**src/rtl/arcade_cfg_pkg.sv**
```systemverilog
// Shared types and helpers for the arcade configuration loader:
// FSM state encoding, default ioctl indices and the mod one-hot decoder.
package arcade_cfg_pkg;

  typedef enum logic [2:0] {
    ST_HOLD,
    ST_IDLE,
    ST_LOAD_ROM,
    ST_LOAD_CFG,
    ST_COMMIT
  } cfg_state_e;

  localparam logic [7:0] DEF_ROM_INDEX = 8'd0;
  localparam logic [7:0] DEF_MOD_INDEX = 8'd1;
  localparam logic [7:0] DEF_DIP_INDEX = 8'd254;

  // Full-width decode; callers keep the low NUM_MODS bits, so ids past the
  // vector width naturally decode to all zeros.
  function automatic logic [255:0] onehot_decode(input logic [7:0] id);
    logic [255:0] v;
    v     = '0;
    v[id] = 1'b1;
    return v;
  endfunction

endpackage

```
**src/rtl/arcade_reset_stretch.sv**
```systemverilog
// Core reset stretcher: loads RESET_HOLD, counts down to zero, and holds
// core_reset high while the count is non-zero.
module arcade_reset_stretch #(
  parameter int RESET_HOLD = 16
) (
  input  logic clk_sys,
  input  logic reset_n,
  input  logic load,
  input  logic clear,
  output logic busy,
  output logic core_reset
);

  localparam int CW = $clog2(RESET_HOLD + 1);
  localparam logic [CW-1:0] HOLD_VAL = CW'(RESET_HOLD);

  logic [CW-1:0] cnt_reg;

  always_ff @(posedge clk_sys or negedge reset_n) begin
    if (!reset_n) begin
      cnt_reg <= HOLD_VAL;
    end else if (load) begin
      cnt_reg <= HOLD_VAL;
    end else if (clear) begin
      cnt_reg <= '0;
    end else if (cnt_reg != '0) begin
      cnt_reg <= cnt_reg - 1'b1;
    end
  end

  // busy means at least one more reset cycle follows the current one
  assign busy       = (cnt_reg > CW'(1));
  assign core_reset = (cnt_reg != '0);

endmodule

```
**src/rtl/arcade_cfg_loader.sv**
```systemverilog
// Captures mod byte and DIP block from the ioctl stream, commits them atomically
// at download end and stretches core reset. Optional readback: CFG_READBACK_EN.
module arcade_cfg_loader
  import arcade_cfg_pkg::*;
#(
  parameter int         NUM_DIP     = 8,
  parameter int         NUM_MODS    = 32,
  parameter logic [7:0] ROM_INDEX   = DEF_ROM_INDEX,
  parameter logic [7:0] MOD_INDEX   = DEF_MOD_INDEX,
  parameter logic [7:0] DIP_INDEX   = DEF_DIP_INDEX,
  parameter logic [7:0] DIP_DEFAULT = 8'hFF,
  parameter int         RESET_HOLD  = 16
) (
  input  logic                   clk_sys,
  input  logic                   reset_n,
  input  logic                   ioctl_download,
  input  logic                   ioctl_upload,
  input  logic                   ioctl_wr,
  input  logic [7:0]             ioctl_index,
  input  logic [24:0]            ioctl_addr,
  input  logic [7:0]             ioctl_dout,
`ifdef CFG_READBACK_EN
  output logic [7:0]             cfg_din,
`endif
  output logic [7:0]             mod_id,
  output logic [NUM_MODS-1:0]    mod_onehot,
  output logic [8*NUM_DIP-1:0]   dip,
  output logic                   cfg_valid,
  output logic                   core_reset
);

  localparam int AW = (NUM_DIP > 1) ? $clog2(NUM_DIP) : 1;
  localparam logic [24:0] DIP_LIMIT = 25'(NUM_DIP);

  cfg_state_e state_reg, state_next;
  logic dl_q_reg;
  logic rise, fall, rise_rom, rise_cfg;
  logic cfg_start, cfg_wr_en, commit_en;
  logic stretch_load, stretch_clear, stretch_busy, stretch_core_reset;
  logic cfg_is_dip_reg, cfg_valid_reg;
  logic [7:0] mod_shadow_reg, mod_id_reg;
  logic [NUM_MODS-1:0] mod_onehot_reg;
  logic [255:0] onehot_full;
  logic onehot_unused;

  assign rise     = ioctl_download & ~dl_q_reg;
  assign fall     = ~ioctl_download & dl_q_reg;
  assign rise_rom = rise && (ioctl_index == ROM_INDEX);
  assign rise_cfg = rise && ((ioctl_index == MOD_INDEX) || (ioctl_index == DIP_INDEX));

  // dl_q resets high so a download already in flight at reset is not seen as a new one
  always_ff @(posedge clk_sys or negedge reset_n) begin
    if (!reset_n) begin
      state_reg <= ST_HOLD;
      dl_q_reg  <= 1'b1;
    end else begin
      state_reg <= state_next;
      dl_q_reg  <= ioctl_download;
    end
  end

  always_comb begin
    state_next = state_reg;
    case (state_reg)
      ST_IDLE, ST_HOLD: begin
        if (rise_rom)                              state_next = ST_LOAD_ROM;
        else if (rise_cfg)                         state_next = ST_LOAD_CFG;
        else if (state_reg == ST_HOLD && !stretch_busy) state_next = ST_IDLE;
      end
      ST_LOAD_ROM: if (fall) state_next = ST_HOLD;
      ST_LOAD_CFG: if (fall) state_next = ST_COMMIT;
      ST_COMMIT:   state_next = cfg_is_dip_reg ? ST_IDLE : ST_HOLD;
      default:     state_next = ST_HOLD;
    endcase
  end

  always_comb begin
    stretch_load  = (state_next == ST_HOLD) && (state_reg != ST_HOLD);
    stretch_clear = (state_reg == ST_HOLD) && (state_next != ST_HOLD);
    cfg_start     = (state_next == ST_LOAD_CFG) && (state_reg != ST_LOAD_CFG);
    cfg_wr_en     = (state_reg == ST_LOAD_CFG) && ioctl_download && ioctl_wr;
    commit_en     = (state_reg == ST_COMMIT);
    core_reset    = stretch_core_reset || (state_reg == ST_LOAD_ROM);
  end

  arcade_reset_stretch #(
    .RESET_HOLD (RESET_HOLD)
  ) u_reset_stretch (
    .clk_sys    (clk_sys),
    .reset_n    (reset_n),
    .load       (stretch_load),
    .clear      (stretch_clear),
    .busy       (stretch_busy),
    .core_reset (stretch_core_reset)
  );

  assign onehot_full   = onehot_decode(mod_shadow_reg);
  assign onehot_unused = &{1'b0, onehot_full};

  always_ff @(posedge clk_sys or negedge reset_n) begin
    if (!reset_n) begin
      mod_shadow_reg <= 8'd0;
      mod_id_reg     <= 8'd0;
      mod_onehot_reg <= NUM_MODS'(1);
      cfg_is_dip_reg <= 1'b0;
      cfg_valid_reg  <= 1'b0;
    end else begin
      if (cfg_start) begin
        mod_shadow_reg <= mod_id_reg;
        cfg_is_dip_reg <= (ioctl_index == DIP_INDEX);
      end else if (cfg_wr_en && !cfg_is_dip_reg && ioctl_addr == 25'd0) begin
        mod_shadow_reg <= ioctl_dout;
      end
      if (commit_en) begin
        mod_id_reg     <= mod_shadow_reg;
        mod_onehot_reg <= onehot_full[NUM_MODS-1:0];
        if (cfg_is_dip_reg) cfg_valid_reg <= 1'b1;
      end
    end
  end

  genvar gi;
  generate
    for (gi = 0; gi < NUM_DIP; gi++) begin : g_dip
      logic [7:0] byte_reg, shadow_reg;
      always_ff @(posedge clk_sys or negedge reset_n) begin
        if (!reset_n) begin
          byte_reg   <= DIP_DEFAULT;
          shadow_reg <= DIP_DEFAULT;
        end else begin
          if (cfg_start)
            shadow_reg <= byte_reg;
          else if (cfg_wr_en && cfg_is_dip_reg && ioctl_addr == 25'(gi))
            shadow_reg <= ioctl_dout;
          if (commit_en) byte_reg <= shadow_reg;
        end
      end
      assign dip[8*gi +: 8] = byte_reg;
    end
  endgenerate

`ifdef CFG_READBACK_EN
  logic [7:0] cfg_din_reg;
  always_ff @(posedge clk_sys or negedge reset_n) begin
    if (!reset_n)
      cfg_din_reg <= 8'd0;
    else if (ioctl_upload && ioctl_index == DIP_INDEX && ioctl_addr < DIP_LIMIT)
      cfg_din_reg <= dip[{ioctl_addr[AW-1:0], 3'b000} +: 8];
    else
      cfg_din_reg <= 8'd0;
  end
  assign cfg_din = cfg_din_reg;
`else
  logic upload_unused;
  assign upload_unused = ioctl_upload;
`endif

  assign mod_id     = mod_id_reg;
  assign mod_onehot = mod_onehot_reg;
  assign cfg_valid  = cfg_valid_reg;

endmodule
```
**config.mk**
```make
export PLATFORM = sky130hd
export DESIGN_NAME = arcade_cfg_loader
export DESIGN_NICKNAME = d
export VERILOG_FILES = /design/src/rtl/arcade_cfg_pkg.sv /design/src/rtl/arcade_reset_stretch.sv /design/src/rtl/arcade_cfg_loader.sv
export SDC_FILE = /design/constraint.sdc
export NUM_CORES = 1
export LEC_CHECK = 0
export CORE_MARGIN = 10
export CORE_UTILIZATION = 45
export CTS_BUF_LIST = sky130_fd_sc_hd__clkbuf_4 sky130_fd_sc_hd__clkbuf_8
export DETAILED_ROUTE_END_ITERATION = 8
export GPL_ROUTABILITY_DRIVEN = 0
export PLACE_DENSITY = 0.69
export SYNTH_ARGS = -nofsm -noshare
export SYNTH_HDL_FRONTEND = slang
export SYNTH_SLANG_ARGS = --single-unit
```
**constraint.sdc**
```tcl
create_clock -name clk_sys -period 4.5 [get_ports clk_sys]
set_input_delay 0.675 -clock clk_sys [delete_from_list [all_inputs] [get_ports clk_sys]]
set_output_delay 0.675 -clock clk_sys [all_outputs]
set_load 0.005 [all_outputs]
```
==> results.sh <==
export IMPL_min_delay_path_class="in2async"
export IMPL_placed_cell_areas_um2=10600
export IMPL_max_freq_ghz=0.346
export IMPL_synth_edf_count=0
export IMPL_dr_pass1_iters=4
export IMPL_finalSetupTns_ps=0
export IMPL_cts_post_setup_buffers_inserted=0
export IMPL_holdBufCountCts=0
export IMPL_htree_num_levels=4
export IMPL_syn_area_per_cell_um2=12.1
export IMPL_cts_resizes=0
export IMPL_cts_clk_slew_worst_paths_ps=100
export IMPL_number_of_antenna_violations_at_the_first_check_in_global_routing=0
export IMPL_syn_area_um2=8920
export IMPL_drt_total_wl_um=21300
export IMPL_globalRouteTotalUtil_pct=16.7
export IMPL_grt_pass1_wl_um=34700
export IMPL_floorplan_die_width_um=161
export IMPL_reg2reg_slack_ps=1790
export IMPL_mappedNetlistNets=785
export IMPL_portBuffers=150
export IMPL_number_of_global_route_vias_before_repair=6058
export IMPL_setup_violations_final=0
export IMPL_worstPathMaxFanout=9
export IMPL_cts_root_buf="clkbuf_8"
export IMPL_synthDominantCellAreaShare_pct=38.6
export IMPL_finish_net_count=930
export IMPL_netlist_top_cells_count="241 x nand2_1, 131 x dfstp_2, 75 x mux2_2, 70 x mux2_4, 56 x dfrtp_1"
export IMPL_cts_inserted_buffers=17
export IMPL_p_leak_uw=0.00496
export IMPL_wl_per_cell_um=18.4
export IMPL_timing_hold_ws_ps=200
export IMPL_clock_tree_from_tritoncts="built"
export IMPL_synth_lib_cells_used_distinct=51
export IMPL_layout_filler_cells=1669
export IMPL_final_core_util_pct=56.3
export IMPL_crit_reg2reg_capture="u_reset_stretch.cnt_reg[0]"
export IMPL_cap_viol_max_count=0
export IMPL_yosysWarningCount=0
export IMPL_run_status="completed"
export IMPL_synth_seq_area_share_pct=54.3
export IMPL_area_growth_syn_to_layout_pct=22.8
export IMPL_die_height_um=161
export IMPL_top_count_cell_post_synth="nand2_1"
export IMPL_clk_latency_ps=460
export IMPL_maxSlewViolCount=0
export IMPL_finalHoldViolCount=0
export IMPL_fin_skew_ps=16.8
export IMPL_drt_initial_drc_count=318
export IMPL_rr_startpoint="u_reset_stretch.cnt_reg[1]"
export IMPL_power_density_of_the_placed_cells_nw_per_um2=283
export IMPL_synth_ff_latch_count=187
export IMPL_grt_setup_unrepaired="no"
export IMPL_grt_start_max_net_pins=75
export IMPL_layout_drive_gt1_share_pct=37.6
export IMPL_start_kind="input port"
export IMPL_grt_ovfl_total=0
export IMPL_ant_nets=0
export IMPL_synth_area_top_cells="dfstp_2 39%, dfrtp_1 16%, mux2_4 12%"
export IMPL_detail_route_vias_per_cell=5.01
export IMPL_rr_worst_depth=10
export IMPL_critPathArrivalTime_ps=3290
export IMPL_drcViolationCount=0
export IMPL_io_pins=152
export IMPL_clock_sinks=187
export IMPL_vias=5799
export IMPL_area_of_combinational_cells_with_multiple_inputs_um2=3800
export IMPL_final_period_utilization_pct=64.3
export IMPL_place_hpwl_um=14300
export IMPL_worst_endpoint_required_ps=4890
export IMPL_minimum_period_implied_by_the_final_worst_setup_slack_ps=2890
export IMPL_tightest_slew_ps=947
export IMPL_layout_area_seq_um2=4840
export IMPL_post_route_cell_area_um2=11000
export IMPL_design_die_area_um2=25800
export IMPL_main_flop_type_after_synthesis="dfstp_2"
export IMPL_max_clock_path_buffers=2
export IMPL_post_synth_inst_count=734
export IMPL_synth_async_reset_ratio_pct=100
export IMPL_netlist_top_cell_by_area="dfstp_2"
export IMPL_peakVddDrop_mv=0.169
export IMPL_placementRows=51
export IMPL_core_region_area_um2=19500
export IMPL_path_class="in2reg"
export IMPL_worstSetupEndpointType="flop"
export IMPL_start_util_pct=45.8
export IMPL_worst_max_slew_margin_expressed_relative_to_the_limit_pct=36.6
export IMPL_antenna_cells_inserted=0
## stage by stage
stage                     total power, µW  cells  setup WS (ps)
after detailed placement             2080   1125           1110
after global placement               2080   1125           1120
after floorplan                      1950    734           1960
after global routing                 3240   1157           1490
after CTS                            3140   1157           1610
final                                3100   1157           1610
## cell families after synthesis
group,synth area share (%)
simple gates,16.3
flops,54.3
mux,21.4
compound gates,3.90
buf+inv,3.11
fa+ha+maj,0.702
xor+xnor,0.295
## routing by layer
metal  vias up  wire length (µm)  part of all wire (%)  GRT usage (%)
met3        12              1230                   5.8           5.42
li1       2787                 -                     -              -
met2       129              9990                    47           26.7
met4         0               148                  0.69           3.35
met1      2871              9960                    47           21.8
met5         -                 0                     0              0
## where the power goes
group	leakage, µW	switching [µW]	total, µW	internal (µW)
Sequential	0.00212	28.3	1750	1720
Combinational	0.00267	158	298	140
Clock	0.000167	633	1050	415
Total	0.00496	819	3100	2280
## area by class of cell
class | count | area share (%)
flip-flops and latches | 187 | 44.2
inverters | 7 | 0.240
clock buffers | 19 | 2.33
clock inverters | 13 | 0.971
well taps | 265 | 3.03
repair buffers | 158 | 14.5
multi-input cells | 508 | 34.7
## cell usage in the layout, fill, tap and decap left out, types with 13 or more instances in the layout
cell and n:
dfstp_2 131, nor2_1 14, clkdlybuf4s50_1 149, o21ai_0 18, dfrtp_1 56, clkbuf_8 18, mux2_2 75, a22o_1 13
nand2_1 241, mux2_4 70
## worst max path at each step
stage | end | start | slack, ps | cells past startpoint
floorplan | mod_shadow_reg[0] | ioctl_addr[4] | 1960 | 6
global placement | g_dip[3].shadow_reg[3] | ioctl_download | 1120 | 7
detailed placement | g_dip[3].shadow_reg[2] | ioctl_download | 1110 | 7
CTS | g_dip[3].shadow_reg[2] | ioctl_download | 1610 | 7
global route | g_dip[3].shadow_reg[0] | ioctl_download | 1490 | 7
finish | g_dip[3].shadow_reg[2] | ioctl_download | 1610 | 7
## critical path: stages
cell and delay, ps:
clkdlybuf4s50_1 560, and4bb_1 290, nand4_1 110, buf_4 240
nor4b_4 740, mux2_2 410, mux2_4 250
(Power assumes the default switching activity.)
